## src/rtl/uint_to_ascii.sv

```systemverilog
// Binary-to-decimal ASCII streamer: double-dabble conversion, then one character per handshake.
// Define UINT_TO_ASCII_SIGNED_EN to treat in_data as two's complement and prefix '-' on negatives.
module uint_to_ascii #(
  parameter int WIDTH = 32
) (
  input  logic             clk,
  input  logic             rst_n,
  input  logic             in_valid,
  output logic             in_ready,
  input  logic [WIDTH-1:0] in_data,
  output logic             char_valid,
  input  logic             char_ready,
  output logic [7:0]       char_data,
  output logic             char_last
);

  localparam int CW = $clog2(WIDTH + 1);

  typedef enum logic [1:0] {
    IDLE    = 2'd0,
    CONVERT = 2'd1,
    EMIT    = 2'd2
  } state_t;

  state_t           state;
  state_t           state_next;
  logic [WIDTH-1:0] shift_reg;
  logic [39:0]      bcd_reg;
  logic [39:0]      bcd_adj;
  logic [CW-1:0]    cnt;
  logic [3:0]       digit_idx;
  logic [3:0]       msd;
  logic [WIDTH-1:0] magnitude;
  logic             sign_pending;
  logic             conv_done;
  logic             xfer;

`ifdef UINT_TO_ASCII_SIGNED_EN
  // Negating the most negative value yields itself, which read unsigned is the correct magnitude.
  assign magnitude = in_data[WIDTH-1] ? (~in_data + WIDTH'(1)) : in_data;

  always_ff @(posedge clk or negedge rst_n) begin
    if (!rst_n) begin
      sign_pending <= 1'b0;
    end else if (state == IDLE && in_valid) begin
      sign_pending <= in_data[WIDTH-1];
    end else if (xfer) begin
      sign_pending <= 1'b0;
    end
  end
`else
  assign magnitude    = in_data;
  assign sign_pending = 1'b0;
`endif

  // Add-3 correction on every BCD nibble that is 5 or more, ahead of the shift.
  genvar gi;
  generate
    for (gi = 0; gi < 10; gi++) begin : g_adj
      assign bcd_adj[gi*4 +: 4] = (bcd_reg[gi*4 +: 4] >= 4'd5) ?
                                  (bcd_reg[gi*4 +: 4] + 4'd3) : bcd_reg[gi*4 +: 4];
    end
  endgenerate

  always_comb begin
    msd = 4'd0;
    for (int i = 1; i < 10; i++) begin
      if (bcd_reg[i*4 +: 4] != 4'd0) msd = 4'(i);
    end
  end

  assign conv_done  = (cnt == CW'(WIDTH));
  assign in_ready   = (state == IDLE);
  assign char_valid = (state == EMIT);
  assign char_last  = char_valid && !sign_pending && (digit_idx == 4'd0);
  assign xfer       = char_valid && char_ready;

  always_comb begin
    char_data = 8'h00;
    if (char_valid) begin
      char_data = sign_pending ? 8'h2D : {4'h3, bcd_reg[{digit_idx, 2'b00} +: 4]};
    end
  end

  always_ff @(posedge clk or negedge rst_n) begin
    if (!rst_n) state <= IDLE;
    else        state <= state_next;
  end

  always_comb begin
    state_next = state;
    case (state)
      IDLE:    if (in_valid) state_next = CONVERT;
      CONVERT: if (conv_done) state_next = EMIT;
      EMIT:    if (xfer && char_last) state_next = IDLE;
      default: state_next = IDLE;
    endcase
  end

  // CONVERT spends WIDTH cycles shifting and one more cycle latching the leading digit.
  always_ff @(posedge clk or negedge rst_n) begin
    if (!rst_n) begin
      shift_reg <= '0;
      bcd_reg   <= '0;
      cnt       <= '0;
      digit_idx <= 4'd0;
    end else begin
      case (state)
        IDLE: begin
          if (in_valid) begin
            shift_reg <= magnitude;
            bcd_reg   <= '0;
            cnt       <= '0;
          end
        end
        CONVERT: begin
          if (!conv_done) begin
            shift_reg <= shift_reg << 1;
            bcd_reg   <= {bcd_adj[38:0], shift_reg[WIDTH-1]};
            cnt       <= cnt + CW'(1);
          end else begin
            digit_idx <= msd;
          end
        end
        EMIT: begin
          if (xfer && !sign_pending && digit_idx != 4'd0) digit_idx <= digit_idx - 4'd1;
        end
        default: ;
      endcase
    end
  end

endmodule

```

## config.mk

```make
export PLATFORM = sky130hd
export DESIGN_NAME = uint_to_ascii
export DESIGN_NICKNAME = d
export VERILOG_FILES = /design/src/rtl/uint_to_ascii.sv
export SDC_FILE = /design/constraint.sdc
export NUM_CORES = 1
export LEC_CHECK = 0
export BUFFER_PORTS_ARGS = -buffer_cell sky130_fd_sc_hd__buf_2
export CORE_MARGIN = 8
export CORE_UTILIZATION = 25
export DETAILED_ROUTE_END_ITERATION = 12
export RECOVER_POWER = 100
export SETUP_SLACK_MARGIN = 0.15
export SYNTH_ARGS = -nofsm -noshare
export SYNTH_HDL_FRONTEND = slang
export SYNTH_SLANG_ARGS = --single-unit
export TNS_END_PERCENT = 20
```

## constraint.sdc

```tcl
create_clock -name clk -period 2.6 [get_ports clk]
set_input_delay 0.52 -clock clk [delete_from_list [all_inputs] [get_ports clk]]
set_output_delay 0.52 -clock clk [all_outputs]
set_load 0.005 [all_outputs]
```

==> impl_metrics.env <==
export IMPL_drv_slew=0
export IMPL_detail_route_antenna_nets=0
export IMPL_fin_tns_setup_ns=0
export IMPL_drive_gt1_share_pct=15.7
export IMPL_largest_register_ffs=40
export IMPL_postPlaceCellArea_sq_um=5440
export IMPL_cts_buffers=9
export IMPL_ys_ff_latch=84
export IMPL_power_density_nw_per_um2=1290
export IMPL_netlist_instances=527
export IMPL_grt_use_total_pct=10.1
export IMPL_drt_iter0_drc=275
export IMPL_yosysSeqAreaShare_pct=42.8
export IMPL_num_rows=51
export IMPL_cts_tree="yes"
export IMPL_drt_vias_per_instance=4.74
export IMPL_async_reset_ff_share_pct=100
export IMPL_ys_flop_type="dfrtp_1"
export IMPL_core_area_sq_um=19400
export IMPL_dr_total_vias=3945
export IMPL_dpl_hpwl_microns=8130
export IMPL_die_x_microns=156
export IMPL_maxSlewHeadroom_pct=26.9
export IMPL_crit_type="reg2out"
export IMPL_p_clk_share_pct=17.2
export IMPL_post_route_period_util_pct=91.5
export IMPL_clock_sinks=84
export IMPL_die_area_sq_um=24400
export IMPL_grt_pass1_vias=3966
export IMPL_p_seq_share_pct=35.9
export IMPL_critPathMaxFanout=10
export IMPL_synth_area_leaders="dfrtp_1 (43%), ha_1 (6.1%), nand2_1 (5.3%), a31oi_1 (4.1%), mux4_2 (3.7%)"
export IMPL_postSynthAreaPerCell_sq_um=9.33
export IMPL_yosysWarnings=0
export IMPL_drt_pass1_iter_count=4
export IMPL_worstSetupEndpointType="output pin"
export IMPL_wl_microns=11900
export IMPL_cellInternalPower_mw=4.39
export IMPL_overflow=0
export IMPL_grt_pass1_wl_microns=20100
export IMPL_clock_fmax_mhz=420
export IMPL_grt_max_degree=79
export IMPL_regArea_sq_um=2110
export IMPL_yosysMostFrequentCell="dfrtp_1"
export IMPL_hp_class="in2async"
export IMPL_vdd_drop_max_mv=0.423
export IMPL_synth_cell_types=45
export IMPL_post_route_min_period_ns=2.38
export IMPL_required_ns=2.08
export IMPL_final_area_sq_um=5720
export IMPL_p_comb_share_pct=46.8
export IMPL_switching_power_mw=2.99
export IMPL_status="finished clean"
export IMPL_netlist_area_sq_um=4920
export IMPL_ios=47
export IMPL_skew_ns=0.00837
export IMPL_p_leak_nw=2.46
export IMPL_nets=623
export IMPL_start_util_pct=25.3
export IMPL_finalSetupViolations=0
export IMPL_synth_top_cell_by_area="dfrtp_1"
export IMPL_antenna_found_initial=0
export IMPL_synth_top_area_share_pct=42.8
export IMPL_cts_root_buf="clkbuf_16"
export IMPL_multi_input_comb_area_sq_um=2530
export IMPL_wl_per_cell_microns=14.3
export IMPL_n_antenna_cell=0
export IMPL_synth_edf_count=0
export IMPL_synthToLayoutAreaGrowth_pct=16.3
export IMPL_start_kind="flip-flop"
export IMPL_rsz0062_at_grt="true"
export IMPL_nFillCells=2088
export IMPL_gp_congestion=0.782
export IMPL_crit_arrival_ns=1.86
export IMPL_reg2reg_depth=7
export IMPL_worst_slew_pin_slew_ns=1.10
export IMPL_swShare_pct=40.5
export IMPL_path_clk_slew_ns=0.06
export IMPL_clock_latency_ns=0.34
export IMPL_maxCapViolCount=0
export IMPL_synth_commonest_cells="dfrtp_1 (84), nand2_1 (70), nor2_1 (41)"
export IMPL_port_buffers=44
export IMPL_drc_errors=0
export IMPL_cts_buffer_depth=2
export IMPL_hold_viol=0
export IMPL_htreeDepth=3
export IMPL_die_h_microns=156
per-layer routing:
layer	GRT usage, %	vias up	wire [microns]
met5	0	-	0
met4	2.70	0	136
met3	3.56	12	821
met2	15.0	90	5050
met1	13.6	1889	5900
li1	-	1954	-
critical path, stage by stage, from the launching register on:
cell and delay (ns):
dfrtp_2 0.49, inv_1 0.15, ha_1 0.15, or3b_2 0.46, nor2_1 0.11, clkbuf_1 0.14
path summary, 6_finish.rpt:
path	from	slack, ns	end
max in group asynchronous	rst_n	0.58	shift_reg[7]
min in group clk	in_data[0]	0.38	shift_reg[0]
max	digit_idx[1]	0.22	char_last
min	rst_n	0.38	bcd_reg[13]
min reg2reg	shift_reg[31]	0.49	bcd_reg[0]
max reg2reg	cnt[0]	0.36	bcd_reg[31]
through the flow:
stage | hold slack, ns | setup WS [ns] | power, mW | utilization (%) | cells
finish | 0.377 | 0.220 | 7.37 | 29.5 | 833
global route | 0.395 | 0.105 | 8.09 | 29.5 | 833
CTS | 0.199 | 0.121 | 7.43 | 29.6 | 829
detailed placement | 0.468 | 0.246 | 6.11 | 28.0 | 813
global placement | 0.470 | 0.286 | 6.02 | 28.0 | 813
floorplan | 0.224 | 0.560 | 5.26 | - | 528
cell families (layout without fill, tap and decap cells):
logic type,count (synthesis),count (layout),share of synthesized area (%)
buf+inv,62,102,5.73
simple gates,182,182,17.9
other cells,1,2,0.0763
flops,84,84,42.8
fa+ha+maj,24,24,6.11
xor+xnor,13,13,2.32
mux,27,27,7.79
compound gates,134,134,17.4
layout make-up:
| cell class | count | area share, % |
|---|---|---|
| clock inverters | 4 | 0.569 |
| clock buffers | 12 | 4.66 |
| well taps | 265 | 5.80 |
| inverters | 28 | 1.84 |
| repair buffers | 58 | 6.04 |
| flip-flops and latches | 84 | 36.8 |
| multi-input cells | 382 | 44.2 |
power groups by stage:
stage	Clock, mW	Sequential (mW)	Combinational, mW
floorplan	0	2.39	2.87
global placement	0	2.70	3.32
detailed placement	0	2.71	3.40
CTS	1.32	2.69	3.42
global route	1.37	2.76	3.96
finish	1.27	2.65	3.45
layout by cell type, fill, tap and decap left out, types with 14 or more instances in the layout:
cell	instances
o21ai_0	32
a21oi_1	22
inv_1	26
nor3b_1	16
nand2b_1	14
buf_2	36
a31oi_1	32
nor2_1	41
o22ai_1	14
nand2_1	70
nand3_1	24
ha_1	24
dfrtp_1	82
what timing repair did:
action                     in CTS  in global routing
hold buffers                    0                  0
gates resized for setup         1                  5
gates cloned                    0                  0
pin swaps                       0                  0
setup endpoints to repair       5                  5
setup buffers                   0                  4
No activity file was read; power rests on OpenSTA's default activity.
